`src/rtl/mips_bridge_pkg.sv`:
```
// rtl/mips_bridge_pkg.sv - shared timer state encoding, register map and decode helper
package mips_bridge_pkg;

    typedef enum logic [1:0] {
        ST_IDLE = 2'd0,
        ST_LOAD = 2'd1,
        ST_CNT  = 2'd2,
        ST_INT  = 2'd3
    } timer_state_e;

    localparam logic [1:0] IDX_CTRL   = 2'd0;
    localparam logic [1:0] IDX_PRESET = 2'd1;
    localparam logic [1:0] IDX_COUNT  = 2'd2;
    localparam logic [1:0] IDX_RSVD   = 2'd3;

    localparam int CTRL_EN      = 0;
    localparam int CTRL_MODE_LO = 1;
    localparam int CTRL_MODE_HI = 2;
    localparam int CTRL_IM      = 3;

    localparam logic [1:0] MODE_PERIODIC = 2'd1;

    localparam logic [31:0] TC0_BASE_DEFAULT = 32'h0000_7F00;
    localparam logic [31:0] TC1_BASE_DEFAULT = 32'h0000_7F10;

    // A block occupies 16 bytes; the fourth word slot is unmapped.
    function automatic logic addr_hit(input logic [31:0] addr, input logic [31:0] base);
        return (addr[31:4] == base[31:4]) && (addr[3:2] != IDX_RSVD);
    endfunction

endpackage

```
`src/rtl/mips_timer.sv`:
```
// rtl/mips_timer.sv - one down-counting timer with CTRL/PRESET/COUNT registers and IRQ
module mips_timer
    import mips_bridge_pkg::*;
(
    input  logic        clk,
    input  logic        reset,
    input  logic        we,
    input  logic [1:0]  widx,
    input  logic [31:0] wdata,
    output logic [31:0] ctrl,
    output logic [31:0] preset,
    output logic [31:0] count,
    output logic        irq
);

    timer_state_e state, next_state;
    logic         en;
    logic [1:0]   mode;
    logic         im;
    logic [31:0]  preset_q;
    logic [31:0]  count_q;
    logic         irq_flag;
    logic         wr_ctrl;
    logic         wr_preset;

    assign wr_ctrl   = we && (widx == IDX_CTRL);
    assign wr_preset = we && (widx == IDX_PRESET);

    always_comb begin
        next_state = state;
        case (state)
            ST_IDLE: if (en) next_state = ST_LOAD;
            ST_LOAD: next_state = ST_CNT;
            ST_CNT: begin
                if (!en)
                    next_state = ST_IDLE;
                else if (count_q == 32'd0)
                    next_state = ST_INT;
            end
            ST_INT:  next_state = (mode == MODE_PERIODIC) ? ST_LOAD : ST_IDLE;
            default: next_state = ST_IDLE;
        endcase
    end

    always_ff @(posedge clk) begin
        if (reset) begin
            state    <= ST_IDLE;
            en       <= 1'b0;
            mode     <= 2'd0;
            im       <= 1'b0;
            preset_q <= 32'd0;
            count_q  <= 32'd0;
            irq_flag <= 1'b0;
        end else begin
            state <= next_state;

            // The CPU's CTRL write takes precedence over the one-shot disabling itself.
            if (wr_ctrl) begin
                en   <= wdata[CTRL_EN];
                mode <= wdata[CTRL_MODE_HI:CTRL_MODE_LO];
                im   <= wdata[CTRL_IM];
            end else if (state == ST_INT && mode != MODE_PERIODIC) begin
                en <= 1'b0;
            end

            if (wr_preset)
                preset_q <= wdata;

            if (state == ST_LOAD)
                count_q <= preset_q;
            else if (state == ST_CNT && en && count_q != 32'd0)
                count_q <= count_q - 32'd1;

            // Periodic mode pulses for the single cycle after INT; one-shot latches.
            if (state == ST_INT)
                irq_flag <= 1'b1;
            else if (mode == MODE_PERIODIC || wr_ctrl || wr_preset)
                irq_flag <= 1'b0;
        end
    end

    assign ctrl   = {28'd0, im, mode, en};
    assign preset = preset_q;
    assign count  = count_q;
    assign irq    = im & irq_flag;

endmodule

```
`src/rtl/mips_bridge.sv`:
```
// rtl/mips_bridge.sv - CPU-to-timer bridge; timer 1 present only with MIPS_BRIDGE_TIMER1_EN
module mips_bridge
    import mips_bridge_pkg::*;
#(
    parameter logic [31:0] TC0_BASE = TC0_BASE_DEFAULT,
    parameter logic [31:0] TC1_BASE = TC1_BASE_DEFAULT
) (
    input  logic        clk,
    input  logic        reset,
    input  logic [31:0] CPUAddress,
    input  logic        MemWriteM,
    input  logic [31:0] CPUWriteData,
    output logic [31:0] CPUReadData,
    output logic        DevHit,
    output logic [5:0]  HWInt
);

    logic [1:0]  idx;
    logic        tc0_hit, tc1_hit;
    logic [31:0] tc0_ctrl, tc0_preset, tc0_count;
    logic [31:0] tc1_ctrl, tc1_preset, tc1_count;
    logic        tc0_irq, tc1_irq;

    assign idx     = CPUAddress[3:2];
    assign tc0_hit = addr_hit(CPUAddress, TC0_BASE);

    mips_timer u_tc0 (
        .clk    (clk),
        .reset  (reset),
        .we     (MemWriteM && tc0_hit),
        .widx   (idx),
        .wdata  (CPUWriteData),
        .ctrl   (tc0_ctrl),
        .preset (tc0_preset),
        .count  (tc0_count),
        .irq    (tc0_irq)
    );

`ifdef MIPS_BRIDGE_TIMER1_EN
    localparam bit TIMER1_PRESENT = 1'b1;

    mips_timer u_tc1 (
        .clk    (clk),
        .reset  (reset),
        .we     (MemWriteM && tc1_hit),
        .widx   (idx),
        .wdata  (CPUWriteData),
        .ctrl   (tc1_ctrl),
        .preset (tc1_preset),
        .count  (tc1_count),
        .irq    (tc1_irq)
    );
`else
    localparam bit TIMER1_PRESENT = 1'b0;

    assign tc1_ctrl   = 32'd0;
    assign tc1_preset = 32'd0;
    assign tc1_count  = 32'd0;
    assign tc1_irq    = 1'b0;
`endif

    assign tc1_hit = TIMER1_PRESENT && addr_hit(CPUAddress, TC1_BASE);

    function automatic logic [31:0] sel_reg(input logic [1:0] i, input logic [31:0] c,
                                            input logic [31:0] p, input logic [31:0] n);
        case (i)
            IDX_CTRL:   return c;
            IDX_PRESET: return p;
            IDX_COUNT:  return n;
            default:    return 32'd0;
        endcase
    endfunction

    always_comb begin
        CPUReadData = 32'd0;
        if (tc0_hit)
            CPUReadData = sel_reg(idx, tc0_ctrl, tc0_preset, tc0_count);
        else if (tc1_hit)
            CPUReadData = sel_reg(idx, tc1_ctrl, tc1_preset, tc1_count);
    end

    assign DevHit = tc0_hit || tc1_hit;
    assign HWInt  = {4'b0000, tc1_irq, tc0_irq};

endmodule

```
`config.mk`:
```
export PLATFORM = sky130hd
export DESIGN_NAME = mips_bridge
export DESIGN_NICKNAME = d
export VERILOG_FILES = /design/src/rtl/mips_bridge_pkg.sv /design/src/rtl/mips_timer.sv /design/src/rtl/mips_bridge.sv
export SDC_FILE = /design/constraint.sdc
export NUM_CORES = 1
export LEC_CHECK = 0
export BUFFER_PORTS_ARGS = -buffer_cell sky130_fd_sc_hd__clkbuf_2
export CAP_MARGIN = 10
export CORE_MARGIN = 8
export CORE_UTILIZATION = 55
export DETAILED_ROUTE_END_ITERATION = 12
export GPL_TIMING_DRIVEN = 0
export PLACE_DENSITY = 0.83
export REMOVE_ABC_BUFFERS = 1
export SETUP_SLACK_MARGIN = 0.02
export SYNTH_ARGS = -nofsm -noshare
export SYNTH_HDL_FRONTEND = slang
export SYNTH_SLANG_ARGS = --single-unit
```
`constraint.sdc`:
```
create_clock -name clk -period 4.1 [get_ports clk]
set_input_delay 0.205 -clock clk [delete_from_list [all_inputs] [get_ports clk]]
set_output_delay 0.205 -clock clk [all_outputs]
set_load 0.005 [all_outputs]
```
==> run metrics <==
Post-DP HPWL 8410 um; Reg2Reg Capture Point u_tc0.count[8]; PortBufs 98; drt pass-1 iters 5; CP endpoint kind register; placed inst area 0.00459 mm^2; Post-Syn Area 0.00410 mm^2; RSZ-0062 raised after global routing no; largest net degree at the start of global routing 46; initial antenna violation count 0; Avg WL per Cell 17.1 um; Clock Sinks 71; Mapped Cells 501; Area Overhead vs Synth 17.5%; min Tclk post-route 3.20 ns; # resized after CTS 0; design area 0.00482 mm^2; total gr overflow 0; post-CTS setup buffers 0; post-synthesis sequential area ratio 34.6%; Total GRT Usage 22.2%; Met1 Wirelength 4860 um; CP arrival 3.45 ns; multiplexer share of the synthesized area 9.79%; nets 644; H-Tree Depth 3; layout cells sized above 1 25.6%; initial core utilization 56.6%; # diodes 0; slowest library cell on the worst path nor4b_2; final slew viol count 0; power per cell area 290 mW/mm^2; Vias/cell 6.18; most frequent cells in the layout clkbuf_2, nor2_1, dfxtp_1, mux2i_1, nand2_1; DRT iter0 DRCs 243; DR WL met2 5590 um; Layout Skew 0.00837 ns; f_max 313 MHz; fillcell total 650; Reg-to-Reg Start u_tc0.count[0]; Async SR Flop Fraction 0%; Final Core Density 66.5%; Num CTS Buffers 9; syn avg cell area 8.19 um^2; core area 0.00725 mm^2; Die W 102 um; Ports 106; top post-synthesis cells by area dfxtp_1, mux2i_1, nor2_1; GPL Wtd Cong 0.859; CTS Buffer Depth 2; post-route clock period utilization 77.9%; Yosys reg bits 71; setup tns final 0 ns; worst path cell trace inv_1 -> ha_1 -> or3b_1 -> nor4b_2 -> a31oi_2 -> buf_8 -> and3_1 -> nor4_2; Reg2Reg Setup Slack 0.90 ns; Crit Path Class register to register; Synth Flop Type dfxtp_1; Remaining DRCs 0; crit path to u_tc0.count[8]; Yosys warning count 0; WP buf/inv 2; Post-Synth Adder-Cell Area 0.305%; die height 102 um; Rows 31; combinational family with the most area after synthesis simple AND/OR/NAND/NOR gates; placed instance count 664; number of flops mapped to enable cells by yosys 0; Startpoint Class register; clk_lat worst skew 0.34 ns; Synth Area in Simple Gates 27.0%; CTS tree yes; Worst Setup SP u_tc0.count[0]; fin cells 680; critical path's top delay family simple AND/OR/NAND/NOR gates; worst-path maximum fanout 16; die area 0.0105 mm^2; Compound-Gate Fraction of Synth Area 20.5%; pre-CTS WS 0.945 ns; vias in the first global route 4136; final hold violation count 0; final setup vio count 0; Synth Area in XOR/XNOR 0.854%; CTS root buf clkbuf_8; R2R depth 8; Leak 0.00183 uW; area share of the largest cell type after synthesis 34.6%; Top Metal Used met4; Max IR drop VDD 177 uV; most common cell after layout, fill and taps aside clkbuf_2; Slew @ Worst Pin 1.19 ns; CTS clk-pin slew, worst paths 0.08 ns; Unique masters post-synth 71; total wire length 11600 um; CP Data Required Time 4.35 ns; max cap viols 0; Tightest Hold Check Type input port to register; wire length on met3 987 um; Final ANT Viol Nets 0; Slew HR 21.0%; status complete, no violations; Hold Buf Count CTS 0; CP peak stage delay 0.72 ns; area leader, netlist dfxtp_1; Worst path depth 8; Via Count 4203; global-route wire length before repair 19200 um; fin worst setup slack 0.904 ns
flip-flops by register name, summed over array words and instances, names as in the netlist:
register	cells
u_tc0.count	32
u_tc0.preset	32
u_tc0.mode	2
u_tc0.state	2
u_tc0.en	1
u_tc0.im	1
u_tc0.irq_flag	1
worst min-delay path, cell delays in order:
cell,delay (ns)
clkbuf_2,0.07
mux2i_1,0.05
nor2_1,0.07
stage by stage:
| stage | hold slack (ns) | total power [uW] |
|---|---|---|
| 6_report | 0.0954 | 1400 |
| 3_3_place_gp | 0.440 | 767 |
| 2_1_floorplan | 0.273 | 720 |
| 3_5_place_dp | 0.450 | 775 |
| 5_1_grt | 0.0925 | 1450 |
| 4_1_cts | 0.0884 | 1410 |
Yosys cell counts, drive strengths merged (2+ instances only):
cell type and n:
nor2 90, dfxtp 71, mux2i 39, nand2 34
a22oi 29, a21oi 23, clkbuf 23, buf 20
nor4 15, a31oi 14, nor3 12, nand3 9
nand4 8, o311ai 8, or2 6, or3 6
a32oi 5, and3 5, inv 5, nand2b 5
nor2b 5, o21ai 5, and2 4, nor4b 4
o31ai 4, or4 4, xnor2 4, a211oi 3
a221oi 3, and4 3, nand3b 3, o211ai 3
o22ai 3, a311oi 2, o21bai 2, or4b 2
cells by family (layout without fill, tap and decap cells):
logic type | Yosys count | in the layout
buffers and inverters | 50 | 126
other | 1 | 5
flip-flops | 71 | 71
adder cells (fa/ha/maj) | 1 | 1
multiplexers | 40 | 40
AND/OR/NAND/NOR | 219 | 219
XOR/XNOR | 4 | 4
AO/OA/AOI/OAI | 115 | 115
metal layers:
metal  vias to the layer above  global-route usage [%]
met2                       191                    37.9
met3                        18                    4.16
met1                      1997                    26.3
met4                         0                    10.2
li1                       1997                       -
met5                         -                       0
cell type report:
| class | count | area, um^2 | share of cell area (%) |
|---|---|---|---|
| inverters | 5 | 18.8 | 0.389 |
| well taps | 99 | 124 | 2.57 |
| repair buffers | 105 | 593 | 12.3 |
| clock buffers | 11 | 151 | 3.14 |
| multi-input cells | 384 | 2430 | 50.5 |
| flip-flops and latches | 71 | 1420 | 29.5 |
| clock inverters | 5 | 80.1 | 1.66 |
worst min path at each step:
stage	startpoint	to	cells after the start
CTS	CPUWriteData[8]	u_tc0.preset[8]	3
global route	CPUWriteData[8]	u_tc0.preset[8]	3
global placement	CPUWriteData[10]	u_tc0.preset[10]	3
finish	CPUWriteData[30]	u_tc0.preset[30]	3
detailed placement	CPUWriteData[8]	u_tc0.preset[8]	3
floorplan	reset	u_tc0.count[4]	1
where the power goes:
part           leakage [uW]  internal, uW  switching [uW]
clock network      0.000112           375             264
logic               0.00115          32.4            37.9
registers          0.000571           689     0.000000193
Power figures use the tool's default switching activity.
